File: config.mk
export PLATFORM = sky130hd
export DESIGN_NAME = router_fifo
export DESIGN_NICKNAME = d
export VERILOG_FILES = /design/src/rtl/router_pkg.sv /design/src/rtl/router_fifo.sv
export SDC_FILE = /design/constraint.sdc
export NUM_CORES = 1
export LEC_CHECK = 0
export CORE_ASPECT_RATIO = 2
export CORE_UTILIZATION = 40
export CTS_CLUSTER_DIAMETER = 50
export CTS_CLUSTER_SIZE = 30
export DETAILED_ROUTE_END_ITERATION = 12
export DONT_BUFFER_PORTS = 1
export MAX_ROUTING_LAYER = met4
export REMOVE_ABC_BUFFERS = 1
export SLEW_MARGIN = 30
export SYNTH_ARGS = -nofsm -noshare
export SYNTH_HDL_FRONTEND = slang
export SYNTH_SLANG_ARGS = --single-unit
File: constraint.sdc
create_clock -name clk -period 3.01 [get_ports clk]
set_input_delay 0.602 -clock clk [delete_from_list [all_inputs] [get_ports clk]]
set_output_delay 0.602 -clock clk [all_outputs]
set_load 0.01 [all_outputs]
File: src/rtl/router_pkg.sv
`default_nettype none
// ============================================================================
// Module      : router_pkg
// Description : Shared constants for the 1x3 router: byte width, FIFO depth,
//               header field positions and the stored header-flag bit.
// Revision    : 1.0 - initial release
// ============================================================================
package router_pkg;

   localparam int DATA_W       = 8;
   localparam int FIFO_DEPTH   = 16;

   localparam int ADDR_LSB     = 0;
   localparam int ADDR_MSB     = 1;
   localparam int LEN_LSB      = 2;
   localparam int LEN_MSB      = 7;

   // Each stored entry is {header_flag, byte}; the flag sits just above the byte.
   localparam int HDR_FLAG_BIT = DATA_W;

   localparam int PKT_CNT_W    = 7;

endpackage : router_pkg
`default_nettype wire

File: src/rtl/router_fifo.sv
`default_nettype none
// ============================================================================
// Module      : router_fifo
// Description : Per-port output buffer of the 1x3 router with packet-boundary
//               tracking so the output idles at zero between packets.
// Revision    : 1.0 - initial release
// ============================================================================
module router_fifo
   import router_pkg::*;
#(
   parameter int DEPTH = FIFO_DEPTH,
   parameter int WIDTH = DATA_W
) (
   input  logic             clk,
   input  logic             reset,
   input  logic             soft_reset,
   input  logic             write_enb,
   input  logic             read_enb,
   input  logic             lfd_state,
   input  logic [WIDTH-1:0] data_in,
   output logic [WIDTH-1:0] data_out,
   output logic             full,
   output logic             empty
);

   localparam int AW = $clog2(DEPTH);

   logic [WIDTH:0]           mem_q [DEPTH];
   logic [AW:0]              wr_ptr_q, wr_ptr_d;
   logic [AW:0]              rd_ptr_q, rd_ptr_d;
   logic [PKT_CNT_W-1:0]     pkt_cnt_q, pkt_cnt_d;
   logic [WIDTH-1:0]         data_out_q, data_out_d;
   logic [WIDTH:0]           rd_entry;
   logic                     wr_acc;
   logic                     rd_acc;
   logic                     mem_we;

   // Flags come only from registered pointers, so they move only at clock edges.
   assign empty    = (wr_ptr_q == rd_ptr_q);
   assign full     = (wr_ptr_q[AW-1:0] == rd_ptr_q[AW-1:0]) &&
                     (wr_ptr_q[AW] != rd_ptr_q[AW]);
   assign data_out = data_out_q;

   assign wr_acc   = write_enb && !full;
   assign rd_acc   = read_enb && !empty;
   assign mem_we   = wr_acc && !soft_reset;
   assign rd_entry = mem_q[rd_ptr_q[AW-1:0]];

   always_comb begin
      wr_ptr_d   = wr_ptr_q;
      rd_ptr_d   = rd_ptr_q;
      pkt_cnt_d  = pkt_cnt_q;
      data_out_d = data_out_q;
      if (soft_reset) begin
         wr_ptr_d   = '0;
         rd_ptr_d   = '0;
         pkt_cnt_d  = '0;
         data_out_d = '0;
      end else begin
         if (wr_acc) begin
            wr_ptr_d = wr_ptr_q + (AW+1)'(1);
         end
         if (rd_acc) begin
            rd_ptr_d   = rd_ptr_q + (AW+1)'(1);
            data_out_d = rd_entry[WIDTH-1:0];
            // Header: remaining bytes are the payload length plus the parity byte.
            if (rd_entry[WIDTH]) begin
               pkt_cnt_d = {1'b0, rd_entry[LEN_MSB:LEN_LSB]} + PKT_CNT_W'(1);
            end else if (pkt_cnt_q != '0) begin
               pkt_cnt_d = pkt_cnt_q - PKT_CNT_W'(1);
            end
         end else if (pkt_cnt_q == '0) begin
            data_out_d = '0;
         end
      end
   end

   always_ff @(posedge clk or posedge reset) begin
      if (reset) begin
         wr_ptr_q   <= '0;
         rd_ptr_q   <= '0;
         pkt_cnt_q  <= '0;
         data_out_q <= '0;
      end else begin
         wr_ptr_q   <= wr_ptr_d;
         rd_ptr_q   <= rd_ptr_d;
         pkt_cnt_q  <= pkt_cnt_d;
         data_out_q <= data_out_d;
      end
   end

   // Storage is deliberately left out of both resets.
   always_ff @(posedge clk) begin
      if (mem_we) begin
         mem_q[wr_ptr_q[AW-1:0]] <= {lfd_state, data_in};
      end
   end

endmodule : router_fifo
`default_nettype wire

# --- Word level (Yosys, flattened, before mapping) ---
# Memory sizes are Yosys's and may differ from the RTL's.
# Cells that the tools add are included.
# W data, S select, Z words.
classes:
  n_addsub: 4
  n_eq_ne: 3
  muxes: 13
  n_reduce_logical: 14
ops:
  columns: ["op", "n"]
  rows:
  - ["$mux W7", 4]
  - ["$mux W8", 3]
  - ["$mux W5", 4]
  - ["$add A5 B1 Y5 const B", 2]
  - ["$add A6 B1 Y7 const B", 1]
  - ["$logic_not A7 Y1", 1]
  - ["$reduce_bool A7 Y1", 1]
  - ["$sub A7 B1 Y7 const B", 1]
  - ["$reduce_bool A3 Y1", 2]
  - ["$eq A5 B5 Y1", 1]
  - ["$eq A4 B4 Y1", 1]
  - ["$logic_and A1 B1 Y1", 4]
  - ["$reduce_bool A2 Y1", 2]
  - ["$logic_not A1 Y1", 3]
  - ["$mux W1", 2]
  - ["$reduce_and A2 Y1", 1]
  - ["$ne A1 B1 Y1", 1]
totals:
  ff_bits: 25
  mem_bits_rw: 144
  in_bits: 14
  out_inout_bits: 10
  word_cells: 39
  memories: 1
memory_table:
  columns: ["name", "words", "word_bits", "read_ports", "rd_clocked_by_memory_dff", "write_ports", "line_no", "text"]
  rows:
  - ["mem_q", 16, 9, 1, 0, 1, "router_fifo.sv:28", "logic [WIDTH:0] mem_q [DEPTH];"]

# --- Logic depth before layout (Yosys ltp) ---
logic_depth:
  ltp_word: 7
  depth_mapped: 10
  depth_no_buf: 7

# --- Worst setup path before layout ---
# No wires, ideal clock.
synth_path:
  path_type: "reg-to-reg"
  start: "register rd_ptr_q[0]"
  end: "memory mem_q[9][0] (netlist name) (enable)"
  setup_time_ps: 374
  arrival_ps: 2147
  t_required_ps: 2636
  path_slack_ps: 489
  path_stages_with_launch: 8
  path_buffers: 2
  period_less_slack_ps: 2521
  cell_sequence: "dfrtp_1 buf_2 buf_4 xnor2_1 nand4_1 o21ai_0 or4_1 nor2_1"
synth_between:
  elab_chain_len: 7
synth_lines:
  columns: ["item", "line_no", "text"]
  rows:
  - ["start, declared", "router_fifo.sv:30", "logic [AW:0] rd_ptr_q, rd_ptr_d;"]
  - ["start signal, assigned", "router_fifo.sv:86", "rd_ptr_q <= rd_ptr_d;"]
  - ["$eq A4 B4 Y1", "router_fifo.sv:40", "assign full = (wr_ptr_q[AW-1:0] == rd_ptr_q[AW-1:0]) &&"]
  - ["$logic_and A1 B1 Y1", "router_fifo.sv:40", null]
  - ["$logic_not A1 Y1", "router_fifo.sv:44", "assign wr_acc = write_enb && !full;"]
  - ["$logic_and A1 B1 Y1", "router_fifo.sv:44", null]
  - ["$logic_and A1 B1 Y1", "router_fifo.sv:46", "assign mem_we = wr_acc && !soft_reset;"]
  - ["$mux W1", "router_fifo.sv:94", "if (mem_we) begin"]
  - ["$mux W1 (not written as such)", "router_fifo.sv:95", "mem_q[wr_ptr_q[AW-1:0]] <= {lfd_state, data_in};"]
  - ["end, declared", "router_fifo.sv:28", null]
# Every way passes these cells.

# --- Worst setup path in the final report ---
layout_path:
  start: "register rd_ptr_q[1]"
  end: "register pkt_cnt_q[3]"
layout_between:
  elab_chain_len: 5
  word_cells_on_any_way: 11
  classes_between: "1 x add/sub; 1 x eq/ne; 3 x mux; 5 x reduce/logical; 1 x memory"
layout_lines:
  columns: ["item", "line_no", "text"]
  rows:
  - ["$mem_v2 Z16 W9 or $eq A5 B5 Y1 (tied branches)", null, null]
  - ["$add A6 B1 Y7 or $logic_not A1 Y1 (tied branches)", "router_fifo.sv:68, router_fifo.sv:45", null]
  - ["$mux W7 or $logic_and A1 B1 Y1 (tied branches)", "router_fifo.sv:67, router_fifo.sv:45", null]
  - ["$mux W7 or $reduce_bool A2 Y1 (tied branches)", null, null]
  - ["$mux W7 or $reduce_and A2 Y1 (tied branches)", null, null]
  - ["end signal, assigned", "router_fifo.sv:87", "pkt_cnt_q <= pkt_cnt_d;"]
  - ["end, declared", "router_fifo.sv:31", "logic [PKT_CNT_W-1:0] pkt_cnt_q, pkt_cnt_d;"]
# Several ways; a longest one is shown, not always the timed one. The select of a mux whose other input is x is not followed.
# A chain may end at the register's enable or synchronous reset.

==> impl_metrics.csv <==
group,metric,value,unit
drt,routed_via_density,5.689,
clock_network,tritoncts,"built",
placement,gp_congestion,0.7439,
setup_path,reg2reg_setup_slack,340,ps
setup_path,cpMaxStageDelayCell,"sky130_fd_sc_hd__dfrtp_2",
drt,drt_iter0_drc,205,
setup_path,cp_data_required_time,3290,ps
drt,via_count,3766,
clock_network,tritoncts.num_buffers,17,
cells_and_area,nets,461,
drt,drt_pre_antenna_iters,4,
timing,fin_worst_skew,8.498,ps
synth,yosys.cell_types.count,45,
drt,drt-wirelength-per-cell,23.38,microns
pwr,leakage,2.678,nW
placement,place.detailed.hpwl,10620,microns
cells_and_area,ant_diodes,0,
setup_path,crit-reg2reg-launch,"rd_ptr_q[1]",
cells_and_area,layout-drive-gt1-share,0.2102,
synth,synth.cell_area,7078,sq um
setup_path,crit_family,"compound AO/OA/AOI/OAI gates",
synth,synth-warning-count,0,
drt,post-route-drc-count,0,
clock_network,clock_sinks,169,
timing,final_max_slew_viols,0,
cells_and_area,final_util,0.4628,
clock_network,clock-root-buffer,"sky130_fd_sc_hd__clkbuf_16",
placement,post_dp_cell_area,7428,sq um
clock_network,cts.reportedPaths.clkPinSlew,60,ps
floorplanning,initial_core_util,0.4098,
synth,synth_area_per_cell,17.06,sq um
cells_and_area,layout-area-overhead-vs-synth,12.92,%
clock_network,cts.repair_timing.setup_buffer_count,0,
floorplanning,die-area,18260,sq um
placement,pre_cts_ws,338.8,ps
timing,fin_worst_hold_slack,103.5,ps
synth,register_bit_total_from_synthesis,169,
synth,yosys.area.top_type,"sky130_fd_sc_hd__edfxtp_1",
timing,rsz0062_at_grt,"no",
cells_and_area,mostFrequentLayoutCells,"144 x sky130_fd_sc_hd__edfxtp_1, 38 x sky130_fd_sc_hd__mux4_2, 27 x sky130_fd_sc_hd__nor2_1",
pwr,ir_worst_vdd,0.0003045,V
timing,layout_worst_path_cycle_share,0.8880,
min_path,hp-class,"input pin to async pin",
setup_path,critical_path.reg2reg.endpoint,"pkt_cnt_q[3]",
global_routing,grt_usage,0.1931,
timing,maxSlewHeadroom,0.5525,
cells_and_area,fin_area,7993,sq um
setup_path,critical_path.cell_chain,"buf_4 -> mux4_2 -> a22o_1 -> o211ai_1 -> xor2_1 -> o221ai_1",
global_routing,grt_pass1_wl,23500,microns
placement,number_of_port_buffers,0,
synth,post-synth-top-area-fraction,0.6109,
global_routing,vias_in_the_first_global_route,3939,
timing,hold_violations,0,
clock_network,post_cts.resized_instances,0,
flow_run,max_cap_violations,0,
cells_and_area,final_common_cell,"sky130_fd_sc_hd__edfxtp_1",
drt,total_wirelength,15480,microns
timing,smallest_setup_slack_after_layout,337.2,ps
setup_path,setup.worst_path.class,"flop to flop",
clock_network,cts-htree-levels,4,
synth,synth.top_cells.by_area,"sky130_fd_sc_hd__edfxtp_1 61%, sky130_fd_sc_hd__mux4_2 12%, sky130_fd_sc_hd__dfrtp_1 8.8%, sky130_fd_sc_hd__nor2_1 1.4%, sky130_fd_sc_hd__ha_1 1.4%",
setup_path,worstSetupStartpointType,"flop",
synth,netlist_instances,415,
floorplanning,num_rows,68,
timing,setup_viol_count_final,0,
synth,synth_edf_count,144,
clock_network,worstSkewPairLatency,420,ps
drt,antenna_violating_nets_post_route,0,
synth,synth-seq-area-share,0.6993,
placement,dp_cells,630,
setup_path,arrival,2950,ps
global_routing,grt_overflow_total,0,
clock_network,post_cts_hold_buffers,0,
clock_network,cts.path.max_buffers,2,
timing,max_freq,374.1,MHz
timing,final.min_clock_period,2673,ps
cells_and_area,finish.cell_count_without_fillers,662,
global_routing,grt_start_max_net_pins,30,
setup_path,worst-r2r-cell-count,6,
floorplanning,floorplan.die.width,96.06,microns
timing,actual_transition_at_the_worst_max_transition_pin,671.3,ps
setup_path,crit_buf_inv,1,
global_routing,antenna_violations_before_repair,0,
setup_path,crit_path_max_fanout,15,
setup_path,max_stage_delay,640,ps
floorplanning,die_h,190.1,microns
setup_path,critical_path.endpoint_type,"flop",
floorplanning,core_area,17270,sq um
pwr,pwr_density_cell,693.7,nW/um^2
outcome,run_status,"complete, no violations",
synth,synthArstFlopShare,0.1479,
floorplanning,floorplan.io_pins,24,
synth,synth_ff_type,"sky130_fd_sc_hd__edfxtp_1",
[worst reg2reg max path: cells and delay by family (launching register included)]
family | cells | cell delay [ps]
compound gates | 3 | 690
xor+xnor | 1 | 300
buf+inv | 1 | 360
flops | 1 | 640
mux | 1 | 540
[sequential cells by signal, indices dropped and copies added (netlist names)]
name / count
rd_ptr_q: 5
data_out: 8
wr_ptr_q: 5
pkt_cnt_q: 7
mem_q: 144
[cells by family (layout without fill, tap and decap cells)]
group                      count (synthesis)  count (layout)  synth area share
DFF                                      169             169            0.6993
AOI/OAI and AO/OA                         52              52           0.05162
and+or+nand+nor                           95              95           0.06523
muxes                                     42              42            0.1266
adders and majority gates                  8               8           0.01414
xor gates and xnor gates                  17              17           0.02104
buffers and inverters                     32              69           0.02210
[worst max-delay path by stage]
stage / from / cells past startpoint / endpoint / slack (ps)
2_1_floorplan: rd_ptr_q[0] / 5 / mem_q[9][0] / -260
3_3_place_gp: rd_ptr_q[1] / 6 / pkt_cnt_q[3] / 390
3_5_place_dp: rd_ptr_q[1] / 6 / pkt_cnt_q[3] / 340
4_1_cts: rd_ptr_q[1] / 6 / pkt_cnt_q[3] / 320
5_1_grt: rd_ptr_q[1] / 6 / pkt_cnt_q[3] / 200
6_report: rd_ptr_q[1] / 6 / pkt_cnt_q[3] / 340
[synth_stat cells (all sizes together), types with 9 or more instances]
cell type	instances
xnor2	10
edfxtp	144
nand2	23
nand3	14
a22oi	9
inv	12
nor2	27
and2	14
a21oi	12
mux4	38
buf	13
dfrtp	25
[power breakdown]
group          leakage (nW)  internal, mW  switching, mW
Sequential             1.64          2.60         0.0861
Clock                 0.273          1.18          0.862
Combinational         0.768         0.371          0.442
[layer usage]
metal | track usage | up-vias | routed length, microns
met5 | - | - | 0
met4 | 0.1114 | 0 | 751
met3 | 0.04916 | 37 | 704
met2 | 0.3355 | 98 | 8716
met1 | 0.1879 | 1961 | 5306
li1 | - | 1670 | -
[final cells by class]
class                   instances  area, sq um
clock buffers                  25        508.0
clock inverters                 7        56.30
fillers                      1435         9279
inverters                      13        48.80
multi-input cells             214         1972
flip-flops and latches        169         4952
well taps                     210        262.8
repair buffers                 24        192.7
[stage by stage]
| step | setup TNS, ps | power, mW |
|---|---|---|
| floorplan | -10390 | 3.312 |
| detailed placement | 0 | 3.556 |
| CTS | 0 | 5.597 |
| global placement | 0 | 3.545 |
| global route | 0 | 5.776 |
| finish | 0 | 5.545 |
No activity file was read; power rests on OpenSTA's default activity.
